$ cat config.mk
export PLATFORM = sky130hd
export DESIGN_NAME = decoder_7seg
export DESIGN_NICKNAME = d
export VERILOG_FILES = /design/src/rtl/decoder_7seg.sv
export SDC_FILE = /design/constraint.sdc
export NUM_CORES = 1
export LEC_CHECK = 0
export ABC_AREA = 0
export ABC_CLOCK_PERIOD_IN_PS = 1030
export CORE_MARGIN = 2
export CORE_UTILIZATION = 41
export DETAILED_ROUTE_END_ITERATION = 8
export PLACE_DENSITY = 0.71
export SYNTH_ARGS = -nofsm -noshare
export SYNTH_HDL_FRONTEND = slang
export SYNTH_SLANG_ARGS = --single-unit
$ cat constraint.sdc
create_clock -name clk -period 1.03 [get_ports clk]
set_input_delay 0.206 -clock clk [delete_from_list [all_inputs] [get_ports clk]]
set_output_delay 0.206 -clock clk [all_outputs]
set_load 0.01 [all_outputs]
$ cat src/rtl/decoder_7seg.sv
// decoder_7seg: registered three-digit BCD to 7-segment decoder; DECODER_ACTIVE_LOW_SEGS_EN selects common-anode (inverted) segments
module decoder_7seg #(
  parameter logic [6:0] BLANK_PATTERN = 7'h00,
  parameter logic [6:0] ERR_PATTERN   = 7'h40
) (
  input  logic       clk,
  input  logic       rst_n,
  input  logic       blank,
  input  logic [3:0] sec_ones,
  input  logic [3:0] sec_tens,
  input  logic [3:0] min,
  output logic [6:0] sec_ones_segs,
  output logic [6:0] sec_tens_segs,
  output logic [6:0] min_segs,
  output logic       bcd_err
);
  function automatic logic [6:0] seg7(input logic [3:0] d);
    case (d)
      4'd0:    seg7 = 7'h3F;
      4'd1:    seg7 = 7'h06;
      4'd2:    seg7 = 7'h5B;
      4'd3:    seg7 = 7'h4F;
      4'd4:    seg7 = 7'h66;
      4'd5:    seg7 = 7'h6D;
      4'd6:    seg7 = 7'h7D;
      4'd7:    seg7 = 7'h07;
      4'd8:    seg7 = 7'h7F;
      4'd9:    seg7 = 7'h6F;
      default: seg7 = ERR_PATTERN;
    endcase
  endfunction

  logic [6:0] so_d, st_d, mi_d, so_q, st_q, mi_q;
  logic       err_d, err_q;

  // decode each digit independently; blank overrides segments but not the error flag
  always_comb begin
    so_d  = blank ? BLANK_PATTERN : seg7(sec_ones);
    st_d  = blank ? BLANK_PATTERN : seg7(sec_tens);
    mi_d  = blank ? BLANK_PATTERN : seg7(min);
    err_d = (sec_ones > 4'd9) | (sec_tens > 4'd9) | (min > 4'd9);
  end

  // one-cycle output register; reset wins over blank and data
  always_ff @(posedge clk) begin
    if (!rst_n) begin
      so_q  <= BLANK_PATTERN;
      st_q  <= BLANK_PATTERN;
      mi_q  <= BLANK_PATTERN;
      err_q <= 1'b0;
    end else begin
      so_q  <= so_d;
      st_q  <= st_d;
      mi_q  <= mi_d;
      err_q <= err_d;
    end
  end

`ifdef DECODER_ACTIVE_LOW_SEGS_EN
  assign sec_ones_segs = ~so_q;
  assign sec_tens_segs = ~st_q;
  assign min_segs      = ~mi_q;
`else
  assign sec_ones_segs = so_q;
  assign sec_tens_segs = st_q;
  assign min_segs      = mi_q;
`endif
  assign bcd_err = err_q;
endmodule

## Yosys cells after proc, flatten, opt, wreduce, memory -nomap -nowiden

Memories as Yosys holds them, arrays and structs flattened. A register that Yosys moved wholly into a read port is not among the register bits.
Index checks and enable logic that the tools add are counted.

| cells by class | value |
|---|---|
| $lt $le $gt $ge | 3 |
| bitwise logic cells | 3 |
| reduce and logical (&&, ||, !) cells | 1 |

Operator list:

| operator | number |
|---|---|
| $gt 4x4->1 const B | 3 |
| $or 1x1->1 | 2 |
| $reduce_or 2->1 | 1 |
| $not 1->1 | 1 |

| storage, ports and cells | value |
|---|---|
| flip-flop bits (word level) | 1 |
| ROM bits | 336 |
| bits of input ports | 15 |
| logic and storage cells | 11 |
| memories | 3 |

Memories:

| name | depth | bits a word | rd ports | clocked after Yosys merged registers in | wr ports | line | text |
|---|---|---|---|---|---|---|---|
| (name not given) | 16 | 7 | 1 | 1 | 0 | 18 | `case (d)` |
| (name not given) | 16 | 7 | 1 | 1 | 0 | 18 |  |
| (name not given) | 16 | 7 | 1 | 1 | 0 | 18 |  |

## Longest topological paths before layout

| logic depth | value |
|---|---|
| word-level depth | 3 |
| mapped depth | 5 |
| gate-level depth less buffers | 5 |

## Least setup slack after synthesis

OpenSTA, ideal clock, no wires.

| timing path | value |
|---|---|
| path type | input-to-reg |
| start | input min[0] |
| end | register mi_q[0], in the netlist min_segs[0] |
| library setup time | 70 ps |
| arrival | 937 ps |
| setup slack | 22 ps |
| stages | 4 |
| path buffers | 0 |
| cells stage by stage | inv_1 -> ha_1 -> or3_1 -> a21oi_1 |

RTL lines:

| item | line | text |
|---|---|---|
| start: declaration | 11 | `input logic [3:0] min,` |
| end: declaration | 33 | `logic [6:0] so_d, st_d, mi_d, so_q, st_q, mi_q;` |

==> results.sh <==
export IMPL_drt_pass1_iterations=6
export IMPL_power_density_nw_per_um2=1150
export IMPL_dpl_hpwl_um=2060
export IMPL_finalCritPeriodShare=0.974
export IMPL_power_internal_mw=1.50
export IMPL_syn_inst=140
export IMPL_grt_pass1_wl_um=4420
export IMPL_routabilityCongestion=0.808
export IMPL_dpl_cell_area_um2=1750
export IMPL_critPathMaxFanout=4
export IMPL_setup_viol=0
export IMPL_antenna_cells=0
export IMPL_p_leak_nw=0.907
export IMPL_avgSynthCellArea_um2=8.62
export IMPL_pin_count=37
export IMPL_yosys_warnings=0
export IMPL_root_buffer="clkbuf_4"
export IMPL_slew_headroom=0.790
export IMPL_outcome="finished, final reports clean"
export IMPL_area_growth_pct=43.5
export IMPL_clockBufferDepth=2
export IMPL_seqPwrFrac=0.452
export IMPL_vias_per_cell=4.86
export IMPL_cts_inserted_buffers=3
export IMPL_ant_nets=0
export IMPL_synth_top_area_share=0.365
export IMPL_worstSetupEndpointType="register"
export IMPL_grt_pass1_vias=1071
export IMPL_routedWlPerCell_um=11.6
export IMPL_initial_utilization=0.434
export IMPL_finalHoldViolCount=0
export IMPL_drt_iter0_drc=13
export IMPL_grt_use_total=0.164
export IMPL_yosys_area_top_type="dfxtp_1"
export IMPL_htreeDepth=1
export IMPL_drt_wl_total_um=2640
export IMPL_critPathKind="input pin to register"
export IMPL_period_needed_ns=1.00
export IMPL_drv_cap=0
export IMPL_synth_cell_types=21
export IMPL_cp_required_ns=1.29
export IMPL_layout_nets=234
export IMPL_report_final_slew_viol_count=0
export IMPL_worstMarginPinSlew_ns=0.315
export IMPL_drcViolationCount=0
export IMPL_drive_gt1_frac=0.340
export IMPL_rsz0062_at_grt="no"
export IMPL_pre_cts_ws_ns=-0.506
export IMPL_synth_fp_nets=176
export IMPL_worstPathArrival_ns=1.26
export IMPL_clk_pin_slew_ns=0.13
export IMPL_syn_cell_area_um2=1210
export IMPL_vdd_drop_max_mv=0.889
export IMPL_numPortBuffers=36
export IMPL_pwr_share_comb=0.217
export IMPL_switchingPower_mw=0.492
export IMPL_ys_seq_area_frac=0.365
export IMPL_finalPower_mw=1.99
export IMPL_whs_ns=0.299
export IMPL_cts_sinks=22
export IMPL_die_height_um=58.2
export IMPL_ys_ff_latch=22
export IMPL_clock_power_share=0.331
export IMPL_hold_class="input pin to register"
export IMPL_die_w_um=58.2
export IMPL_num_vias=1108
export IMPL_rows=19
export IMPL_antenna_found_initial=0
export IMPL_timing_final_ws_setup_ns=0.0263
export IMPL_die_area_um2=3390
export IMPL_cts_tree="built"
export IMPL_grt_max_degree=14
export IMPL_core_um2=2780
export IMPL_max_freq_mhz=996
export IMPL_grt_overflow_total=0
export IMPL_synthTopCellsByArea="dfxtp_1 (37%), ha_1 (22%), a21oi_1 (7.1%), nor2_1 (5.6%), nand2b_1 (4.7%)"
export IMPL_design_area_um2=1730
export IMPL_crit_path_start_kind="input pin"
export IMPL_switching_share=0.247
-- registers in the layout (all words and copies together) (netlist names) --
register       count
sec_tens_segs      7
bcd_err            1
sec_ones_segs      7
min_segs           7
-- worst max-delay path: stages --
cell             delay, ns
clkdlybuf4s50_1       0.49
inv_2                 0.05
or3_1                 0.38
a21oi_2               0.13
-- cells in the final DEF (no fill, tap or decap), types with 2 or more instances in the layout --
| cell type | n |
|---|---|
| inv_1 | 8 |
| buf_6 | 3 |
| dlymetal6s2s_1 | 3 |
| buf_4 | 20 |
| mux2i_1 | 3 |
| a21oi_1 | 14 |
| a21o_1 | 2 |
| dlygate4sd2_1 | 6 |
| ha_2 | 2 |
| clkdlybuf4s50_1 | 4 |
| a22oi_1 | 3 |
| o21ba_2 | 3 |
| buf_2 | 22 |
| nand3_1 | 2 |
| nand2b_1 | 9 |
| ha_1 | 19 |
| clkbuf_4 | 3 |
| or3_1 | 3 |
| inv_2 | 5 |
| nand2_1 | 7 |
| a21oi_2 | 4 |
| o21ai_0 | 5 |
| dfxtp_1 | 21 |
| nor2_1 | 18 |
-- metal layers --
layer / track usage / vias to the layer above / part of all wire
met3: 0.0268 / 2 / 0.034
met1: 0.191 / 515 / 0.42
met2: 0.310 / 23 / 0.54
met4: 0.0399 / 0 / 0.0061
li1: - / 568 / -
met5: 0 / - / 0
-- final cells by class --
class,instances,area [um2]
Inverter,13,48.8
Sequential cell,22,442
Timing Repair Buffer,59,434
Clock buffer,3,22.5
Multi-Input combinational cell,99,714
Fill cell,243,1050
Tap cell,31,38.8
Clock inverter,1,30.0
-- cells by family (layout without fill, tap and decap cells) --
| group | Yosys count | in the layout | synth area share |
|---|---|---|---|
| DFF | 22 | 22 | 0.365 |
| muxes | 3 | 3 | 0.0249 |
| and+or+nand+nor | 41 | 41 | 0.159 |
| buffers and inverters | 19 | 76 | 0.0622 |
| AOI/OAI and AO/OA | 34 | 34 | 0.171 |
| adders and majority gates | 21 | 21 | 0.218 |
-- power groups by stage --
stage	logic, mW	registers, mW	clock network [mW]
global route	0.479	0.904	0.702
global placement	0.447	0.920	0
CTS	0.425	0.901	0.670
floorplan	0.180	0.943	0
detailed placement	0.459	0.921	0
finish	0.431	0.900	0.659
-- stage by stage --
step                utilization  setup TNS (ns)  instances
CTS                       0.615               0        228
finish                    0.622               0        228
detailed placement        0.630           -8.79        224
global route              0.622               0        228
floorplan                     -               0        140
global placement          0.630           -8.07        224
-- synthesized netlist by cell type --
library cell / number
a21oi_1: 17
mux2i_1: 3
a21o_2: 1
nor2b_1: 1
dfxtp_1: 22
inv_1: 12
o21ai_0: 6
inv_2: 1
nand3_1: 2
buf_4: 1
or3_1: 4
a22oi_1: 3
ha_1: 21
nand2b_1: 9
nand2_1: 7
a21o_1: 2
nor2_1: 18
a21oi_2: 1
clkbuf_1: 5
o21ba_2: 3
a31oi_1: 1
-- timing repair --
item	in CTS	in global routing
cloned	0	0
hold endpoints to repair	0	0
hold buffers	0	0
gates resized for setup	107	8
setup buffers	0	0
setup endpoints to repair	42	9
pin swaps	5	2
-- worst paths after layout --
path / start / to / cells after the start
worst max-delay path: sec_tens[2] / sec_tens_segs[5] / 4
worst min-delay path: min[2] / min_segs[0] / 4
No activity file was read; power rests on OpenSTA's default activity.
